==> config.mk <==
export PLATFORM = sky130hd
export DESIGN_NAME = spi_master
export DESIGN_NICKNAME = d
export VERILOG_FILES = /design/src/rtl/spi_master.sv
export SDC_FILE = /design/constraint.sdc
export NUM_CORES = 1
export LEC_CHECK = 0
export CAP_MARGIN = 5
export CORE_MARGIN = 1.5
export CORE_UTILIZATION = 40
export DETAILED_ROUTE_END_ITERATION = 7
export RECOVER_POWER = 25
export SKIP_LAST_GASP = 1
export SLEW_MARGIN = 20
export SYNTH_ARGS = -nofsm -noshare
export SYNTH_HDL_FRONTEND = slang
export SYNTH_SLANG_ARGS = --single-unit
==> constraint.sdc <==
create_clock -name clk -period 2.6 [get_ports clk]
set_input_delay 0.26 -clock clk [delete_from_list [all_inputs] [get_ports clk]]
set_output_delay 0.26 -clock clk [all_outputs]
set_load 0.05 [all_outputs]
==> src/rtl/spi_master.sv <==
// SPI mode-0 master (CPOL=0, CPHA=0, MSB first). Generates sclk, cs_n and
// mosi from the system clock and samples miso. Bytes arrive over a
// valid/ready handshake; several bytes can share one cs_n assertion.
// Every output is a flop. Half-period and wait counters are 16 bits wide.
`timescale 1ns/1ps
module spi_master #(
  parameter int CLK_DIV  = 4,  // sclk half-period in clk cycles, >= 2
  parameter int CS_SETUP = 4,  // cs_n fall to first sclk low half-period, >= 1
  parameter int CS_HOLD  = 4,  // last sclk fall to cs_n rise, >= 1
  parameter int BYTE_GAP = 8,  // min sclk-low cycles between bytes, >= 1
  parameter int CS_IDLE  = 4   // min cs_n-high cycles between frames, >= 1
) (
  input  logic       clk,
  input  logic       rst_n,
  input  logic       tx_valid,
  input  logic [7:0] tx_data,
  input  logic       tx_last,
  output logic       tx_ready,
  output logic       rx_valid,
  output logic [7:0] rx_data,
  output logic       busy,
  output logic       sclk,
  output logic       cs_n,
  output logic       mosi,
  input  logic       miso
);

  typedef enum logic [2:0] {
    IDLE    = 3'd0,
    SETUP   = 3'd1,
    SHIFT   = 3'd2,
    GAP     = 3'd3,
    HOLD    = 3'd4,
    RECOVER = 3'd5
  } state_e;

  // Terminal counts: a wait of N cycles ends when the counter reads N-1.
  localparam logic [15:0] DIV_M1   = 16'(CLK_DIV - 1);
  localparam logic [15:0] SETUP_M1 = 16'(CS_SETUP - 1);
  localparam logic [15:0] HOLD_M1  = 16'(CS_HOLD - 1);
  localparam logic [15:0] GAP_M1   = 16'(BYTE_GAP - 1);
  localparam logic [15:0] IDLE_M1  = 16'(CS_IDLE - 1);

  state_e      state_q, state_d;
  logic [15:0] cnt_q, cnt_d;
  logic [2:0]  bit_q, bit_d;        // bit index within the byte, 0 = MSB
  logic [6:0]  tx_sh_q, tx_sh_d;    // bits still to be sent after the current one
  logic [7:0]  rx_sh_q, rx_sh_d;
  logic        last_q, last_d;
  logic        cs_n_q, cs_n_d;
  logic        sclk_q, sclk_d;
  logic        mosi_q, mosi_d;
  logic        tx_ready_q, tx_ready_d;
  logic        rx_valid_q, rx_valid_d;
  logic [7:0]  rx_data_q, rx_data_d;
  logic        busy_q, busy_d;

  logic hs;        // byte accepted on this edge
  logic div_hit;   // current sclk half-period is complete
  logic byte_done; // this edge is the 8th sclk fall

  assign hs        = tx_valid && tx_ready_q;
  assign div_hit   = (cnt_q == DIV_M1);
  assign byte_done = (state_q == SHIFT) && sclk_q && div_hit && (bit_q == 3'd7);

  // State register and all registered outputs; reset discards any partial byte.
  always_ff @(posedge clk or negedge rst_n) begin
    if (!rst_n) begin
      state_q    <= IDLE;
      cnt_q      <= '0;
      bit_q      <= '0;
      tx_sh_q    <= '0;
      rx_sh_q    <= '0;
      last_q     <= 1'b0;
      cs_n_q     <= 1'b1;
      sclk_q     <= 1'b0;
      mosi_q     <= 1'b0;
      tx_ready_q <= 1'b0;
      rx_valid_q <= 1'b0;
      rx_data_q  <= '0;
      busy_q     <= 1'b0;
    end else begin
      // NOTE: non-blocking assignments so every flop samples the pre-edge values.
      state_q    <= state_d;
      cnt_q      <= cnt_d;
      bit_q      <= bit_d;
      tx_sh_q    <= tx_sh_d;
      rx_sh_q    <= rx_sh_d;
      last_q     <= last_d;
      cs_n_q     <= cs_n_d;
      sclk_q     <= sclk_d;
      mosi_q     <= mosi_d;
      tx_ready_q <= tx_ready_d;
      rx_valid_q <= rx_valid_d;
      rx_data_q  <= rx_data_d;
      busy_q     <= busy_d;
    end
  end

  // Next-state logic.
  always_comb begin
    state_d = state_q;
    unique case (state_q)
      IDLE:    if (hs)                   state_d = SETUP;
      SETUP:   if (cnt_q == SETUP_M1)    state_d = SHIFT;
      SHIFT:   if (byte_done)            state_d = last_q ? HOLD : GAP;
      GAP:     if (hs)                   state_d = SHIFT;
      HOLD:    if (cnt_q == HOLD_M1)     state_d = RECOVER;
      RECOVER: if (cnt_q == IDLE_M1)     state_d = IDLE;
      default:                           state_d = IDLE;
    endcase
  end

  // Counters, shift registers and the next value of every registered output.
  always_comb begin
    // NOTE: every target gets a default first so no path infers a latch.
    cnt_d      = cnt_q + 16'd1;
    bit_d      = bit_q;
    tx_sh_d    = tx_sh_q;
    rx_sh_d    = rx_sh_q;
    last_d     = last_q;
    cs_n_d     = cs_n_q;
    sclk_d     = sclk_q;
    mosi_d     = mosi_q;
    tx_ready_d = 1'b0;
    rx_valid_d = 1'b0;
    rx_data_d  = rx_data_q;
    busy_d     = (state_d != IDLE);

    unique case (state_q)
      IDLE: begin
        cnt_d      = '0;
        cs_n_d     = 1'b1;
        sclk_d     = 1'b0;
        mosi_d     = 1'b0;
        tx_ready_d = 1'b1;
        if (hs) begin
          tx_sh_d    = tx_data[6:0];
          last_d     = tx_last;
          bit_d      = '0;
          cs_n_d     = 1'b0;
          mosi_d     = tx_data[7];
          tx_ready_d = 1'b0;
        end
      end

      SETUP: begin
        if (cnt_q == SETUP_M1) cnt_d = '0;
      end

      SHIFT: begin
        if (div_hit) begin
          cnt_d = '0;
          if (!sclk_q) begin
            // Rising edge: capture miso in the same cycle sclk goes high.
            sclk_d  = 1'b1;
            rx_sh_d = {rx_sh_q[6:0], miso};
          end else begin
            sclk_d = 1'b0;
            bit_d  = bit_q + 3'd1;
            if (bit_q == 3'd7) begin
              rx_valid_d = 1'b1;
              rx_data_d  = rx_sh_q;
            end else begin
              // Falling edge after bits 7..1: present the next lower bit.
              mosi_d  = tx_sh_q[6];
              tx_sh_d = {tx_sh_q[5:0], 1'b0};
            end
          end
        end
      end

      GAP: begin
        if (hs) begin
          // The first low half-period of SHIFT serves as the setup time.
          cnt_d   = '0;
          tx_sh_d = tx_data[6:0];
          last_d  = tx_last;
          bit_d   = '0;
          mosi_d  = tx_data[7];
        end else if (cnt_q == GAP_M1) begin
          // Gap satisfied: park the counter and wait indefinitely.
          cnt_d      = cnt_q;
          tx_ready_d = 1'b1;
        end
      end

      HOLD: begin
        if (cnt_q == HOLD_M1) begin
          cnt_d  = '0;
          cs_n_d = 1'b1;
          mosi_d = 1'b0;
        end
      end

      RECOVER: begin
        if (cnt_q == IDLE_M1) begin
          cnt_d      = '0;
          tx_ready_d = 1'b1;
        end
      end

      default: begin
        cnt_d  = '0;
        cs_n_d = 1'b1;
        sclk_d = 1'b0;
        mosi_d = 1'b0;
      end
    endcase
  end

  assign tx_ready = tx_ready_q;
  assign rx_valid = rx_valid_q;
  assign rx_data  = rx_data_q;
  assign busy     = busy_q;
  assign sclk     = sclk_q;
  assign cs_n     = cs_n_q;
  assign mosi     = mosi_q;

endmodule

==> impl_results.md, run 1 <==
* Initial DRC count at 79
* Status: complete, no violations
* Initial core utilization at 0.409
* Part of the power in registers at 0.564
* Vias in the first global route at 1,814
* Switching Fraction at 0.219
* CTS tree: built
* Clock Power Share at 0.408
* Yosys warning total at 0
* Number of synthesized flops with an enable pin at 0
* Leak at 1.39 nW
* Residual DRC at 0
* Avg Synthesized Cell Area at 10.8 sq um
* Core Area at 6280 sq um
* Final setup vio count at 0
* I/O Buffers at 26
* Most frequent cells in the layout: dfrtp_1, mux2_2, clkdlybuf4s50_1, nand2_1, nor2_1
* Deepest clock path buffer count at 2
* # rows at 29
* Final setup margin at 0.244 ns
* Clk slew on worst S/H paths at 0.11 ns
* CTS Buf Count at 5
* Total number of vias at 1,808
* Sequential-to-total area share from yosys stat at 0.507
* Sum of negative setup slack at 0 ns
* Hold_ws at 0.502 ns
* Layout fillers at 599
* Sequential Area at 1300 sq um
* Number of nets with antenna violations after routing at 0
* WL per Instance at 14.0 microns
* Syn Nets at 255
* Skew-Pair Late Insertion Delay at 0.31 ns
* Worst Clk Skew at 0.0107 ns
* Die Ht at 83.2 microns
* Finished Layout Cells at 346
* Hold Path Depth at 3
* Final wirelength at 4860 microns
* Placement Setup Slack at 0.201 ns
* Routability Congestion at 0.848
* Mapped Cells at 239
* Setup bufs post-CTS at 0
* Synth Flop Type: dfrtp_1
* RSZ-0062 raised after global routing: false
* Synthesized flop and latch total at 52
* Worst EP required at 2.80 ns
* Most common cell after layout, fill and taps aside: dfrtp_1
* Final worst path period share at 0.906
* Slew headroom at 0.0579
* Power per cell area at 474 nW/um^2
* Placed insts at 337
* Synthesized cell area at 2570 sq um
* DRT Pass-1 Iters at 4
* Worst setup EP type: flop
* Hold Crit Class: in -> reg
* Startpoint Class: flop
* H-tree depth at 2
* Via/cell ratio at 5.23
* First-pass GRT wire length at 8620 microns
* Reg2Reg Setup Slack at 0.24 ns
* Max_cap viols at 0
* Multi-input logic area at 1190 sq um
* Critical path type: reg -> reg
* Worst EP arrival at 2.56 ns
* Crit path max-delay cell type: or4_4
* Actual slew at the worst max-slew pin at 1.41 ns
* Die Wd at 83.2 microns
* Hpwl dp at 3440 microns
* Cell Chain, Critical Path: ha_1 > nor4b_2 > nand2_1 > or4_4 > nor3_4 > mux2_2
* CTS Sinks at 52
* Initial antenna violation count at 0
* Final #Nets at 284
* Pins over their slew limit at 0
* Largest net degree at the start of global routing at 30
* Logic pwr share at 0.027
* Internal at 0.00113 W
* Clk root buf: clkbuf_8
* Grt total ovfl at 0
* Final hold vios at 0
* Layout cells sized above 1 at 0.219
* # diodes at 0
* P&R area growth vs syn at 18.8%
* Final worst path period need at 2.36 ns
* R2r worst-path depth at 6
* Async S/R FF share, synth at 1.00
* Net Sw Power at 0.000317 W
* CTS resizes at 0
* VDD IR-drop max at 0.317 mV
* GRT Total Usage at 0.151
* I/O Pins at 27
* Crit-path max FO at 8
* Max Freq at 425 MHz
* CP max stage delay at 0.45 ns
* Die area at 6910 sq um
* Post-synth cell types at 38
[power by group through the flow]
stage                     registers (W)   logic (W)  clock network (W)
after global placement         0.000832   0.0000426                  0
after global routing           0.000818   0.0000454           0.000643
after floorplan                0.000831  0.00000434                  0
after detailed placement       0.000832   0.0000433                  0
final                          0.000817   0.0000394           0.000591
after CTS                      0.000817   0.0000446           0.000619
[registers in the layout, indices dropped and copies added, names as in the netlist]
signal and flops:
state_q 3, tx_sh_q 7, tx_ready 1, last_q 1, busy 1, cnt_q 16, sclk 1, rx_valid 1
mosi 1, rx_data 8, rx_sh_q 8, cs_n 1, bit_q 3
[routing by layer]
layer	GRT usage	part of all wire	up-vias
met2	0.226	0.46	21
li1	-	-	895
met4	0.0561	0.0099	0
met5	0	0	-
met1	0.216	0.51	888
met3	0.0318	0.021	4
[final cells by class]
type / count / share of cell area
tap: 77 / 0.0315
timing repair buffer: 35 / 0.105
sequential: 52 / 0.426
clock buffer: 5 / 0.0225
inverter: 7 / 0.00860
multi-input combinational: 167 / 0.389
clock inverter: 3 / 0.0164
[cell usage after synthesis, drive strengths merged, types with 2 or more instances]
| library cell | instances | area [sq um] |
|---|---|---|
| or2 | 2 | 12.5 |
| a21oi | 8 | 40.0 |
| nor4 | 4 | 31.3 |
| nand2 | 23 | 86.3 |
| buf | 3 | 15.0 |
| a21o | 2 | 15.0 |
| or4 | 2 | 18.8 |
| nand4 | 7 | 43.8 |
| clkbuf | 10 | 37.5 |
| nor2 | 22 | 82.6 |
| xnor2 | 8 | 70.1 |
| nand3 | 5 | 25.0 |
| o21ai | 9 | 45.0 |
| nor3 | 5 | 36.3 |
| nand2b | 2 | 12.5 |
| mux2i | 2 | 20.0 |
| nor2b | 4 | 25.0 |
| mux2 | 34 | 383 |
| a31oi | 2 | 12.5 |
| dfrtp | 51 | 1280 |
| and3 | 7 | 43.8 |
| ha | 3 | 37.5 |
| inv | 7 | 26.3 |
| xor2 | 6 | 52.6 |
[repair_timing]
item | in CTS | in global routing
hold endpoints to repair | 22 | 0
hold buffers | 1 | 0
endpoints found under the setup margin | 0 | 0
[critical path, delay by kind of cell (launching register included)]
family / cells / cell delay, ns
flops: 1 / 0.40
simple gates: 4 / 1.23
mux: 1 / 0.38
fa+ha+maj: 1 / 0.24
[through the flow]
step | area (sq um) | power (W) | util
after floorplan | 2570 | 0.000836 | -
after global placement | 2940 | 0.000875 | 0.469
after detailed placement | 2940 | 0.000876 | 0.469
after CTS | 3070 | 0.00148 | 0.489
after global routing | 3050 | 0.00151 | 0.487
final | 3050 | 0.00145 | 0.487
[cells by family after synthesis]
logic type / count (synthesis) / synth area share
AND/OR/NAND/NOR: 86 / 0.175
flip-flops: 52 / 0.507
multiplexers: 36 / 0.157
AO/OA/AOI/OAI: 28 / 0.0682
buffers and inverters: 20 / 0.0307
XOR/XNOR: 14 / 0.0477
adder cells (fa/ha/maj): 3 / 0.0146
[path summary, 6_finish.rpt]
kind | startpoint | end
worst max-delay path | cnt_q[1] | rx_sh_q[6]
worst min register to register | tx_sh_q[1] | tx_sh_q[1]
worst min-delay path | tx_data[0] | tx_sh_q[0]
max in group asynchronous | rst_n | state_q[1]
min in group asynchronous | rst_n | cnt_q[3]
worst max register to register | cnt_q[1] | rx_sh_q[6]
Power figures use the tool's default switching activity.
==> run 2, diff against run 1 <==
--- a/config.mk
+++ b/config.mk
@@ -10,8 +10,8 @@
 export CORE_UTILIZATION = 40
 export DETAILED_ROUTE_END_ITERATION = 7
 export RECOVER_POWER = 25
+export SKIP_CTS_REPAIR_TIMING = 1
 export SKIP_LAST_GASP = 1
-export SLEW_MARGIN = 20
 export SYNTH_ARGS = -nofsm -noshare
 export SYNTH_HDL_FRONTEND = slang
 export SYNTH_SLANG_ARGS = --single-unit
==> results of run 2 <==
The final DEF is identical to that of run 1; final timing and power are the same.
Main changes from that run: wire length of the first global-routing pass 8620 microns -> 8590 microns; via count of the first global-routing pass 1814 -> 1802; met2 usage 0.226 -> 0.225
==> edit (config.mk and constraints of run 2) <==
Take the reset off `tx_sh_q`, `rx_sh_q` and `rx_data_q` and load them in a clocked block of their own.
--- a/src/rtl/spi_master.sv
+++ b/src/rtl/spi_master.sv
@@ -69,32 +69,32 @@
       state_q    <= IDLE;
       cnt_q      <= '0;
       bit_q      <= '0;
-      tx_sh_q    <= '0;
-      rx_sh_q    <= '0;
       last_q     <= 1'b0;
       cs_n_q     <= 1'b1;
       sclk_q     <= 1'b0;
       mosi_q     <= 1'b0;
       tx_ready_q <= 1'b0;
       rx_valid_q <= 1'b0;
-      rx_data_q  <= '0;
       busy_q     <= 1'b0;
     end else begin
       // NOTE: non-blocking assignments so every flop samples the pre-edge values.
       state_q    <= state_d;
       cnt_q      <= cnt_d;
       bit_q      <= bit_d;
-      tx_sh_q    <= tx_sh_d;
-      rx_sh_q    <= rx_sh_d;
       last_q     <= last_d;
       cs_n_q     <= cs_n_d;
       sclk_q     <= sclk_d;
       mosi_q     <= mosi_d;
       tx_ready_q <= tx_ready_d;
       rx_valid_q <= rx_valid_d;
-      rx_data_q  <= rx_data_d;
       busy_q     <= busy_d;
     end
+  end
+
+  always_ff @(posedge clk) begin
+    tx_sh_q   <= tx_sh_d;
+    rx_sh_q   <= rx_sh_d;
+    rx_data_q <= rx_data_d;
   end
 
   // Next-state logic.
Formal check against the unedited RTL: same outputs for any inputs over 10 cycles, from zero or initial values and one cycle with rst_n low; that may be too few to reach the edited logic, so the function may still have changed.
==> edit against run 2 <==
- final area decreased by 4.2%
- highest routed layer unchanged
- critical path depth shrank 1
- sequential cell count unchanged
- synthesized area down 3.0%
- worst setup slack better by 0.18 ns
- power decreased by 5.5%
- the flow now finishes with violations (capacitance limit, slew limit)
- routed wire length is 2.5% lower
- utilization grew 0.48 points
==> edit: results (changes against run 2) <==
Hold Crit Class=flop to flop; met2 Use GR=24.2% (+1.7 points); outcome=finished with violations; Worst Hold Depth=0 (-3); multi-input combinational area share=34.1% (-4.8 points); largest cells by area after synthesis=dfrtp_1 (28%), edfxtp_1 (28%), mux2_2 (3.6%); number of synthesized flops with an enable pin=23 (+23); switching power=0.302 mW (-4.7%); leading cell types by count after synthesis=dfrtp_1 (28), edfxtp_1 (23), nor2_1 (21); async set-reset flop share out of synthesis=55.8% (-44 points); Clk pwr share=35.7% (-5.1 points); vias in the first global route=1,633 (-9.4%); failing checks=capacitance limit, slew limit; Buffers excl. clock=31 (-11%); met2 WL post-DR=2.19 mm (-1.5%); final setup skew=0.00525 ns (-0.00544 ns); Slew HR=-5.78% (-12 points); Post-Synth XOR/XNOR Area=4.21% (-0.56 points); #MultiIn Comb=152 (-9.0%); max-slew violations=30 (+30); Seq. cell area=1420 um2 (+8.8%); static leakage=1.09 nW (-22%); post-place setup slack=0.506 ns (+0.305 ns); hpwl dp=3.39 mm (-1.6%); net count after synthesis=238 (-6.7%); max_cap viols=1 (+1); Non-clock buffer share=10.0% (-0.48 points); grt met3 use=4.00% (+0.82 points); CP Max Fanout=7 (-1); mux contribution to synthesized area=4.42% (-11 points); WL final=4.74 mm (-2.5%); Seq/Total Area, Yosys=56.8% (+6.2 points); Filler cells=570 (-4.8%)
edit: cell types whose count changed in the layout (fill, tap and decap cells not counted), moves of 5 or more:
cell and change:
nor3_1 +5, nor4_1 +6, dfrtp_1 -23, edfxtp_1 +23, nand2_1 -10, nand3_1 +7
mux2_2 -26
edit: final timing paths:
check                           startpoint          to  slack (ns)
max in group asynchronous            rst_n    cnt_q[2]        0.82
worst max register to register    cnt_q[4]  tx_sh_q[0]        0.43
worst min register to register  rx_sh_q[7]  rx_data[7]        0.43
worst min-delay path            rx_sh_q[7]  rx_data[7]        0.43
worst max-delay path              cnt_q[4]  tx_sh_q[0]        0.43
min in group asynchronous            rst_n   cnt_q[11]        0.87
edit: metrics by stage:
stage                     util, %  instances  total power, mW  area, um2
after floorplan                 -        222            0.870       2490
after global placement       47.6        317            0.898       2830
after detailed placement     47.6        317            0.898       2830
after CTS                    49.2        325             1.39       2930
after global routing         49.1        325             1.41       2930
final                        49.1        325             1.37       2930
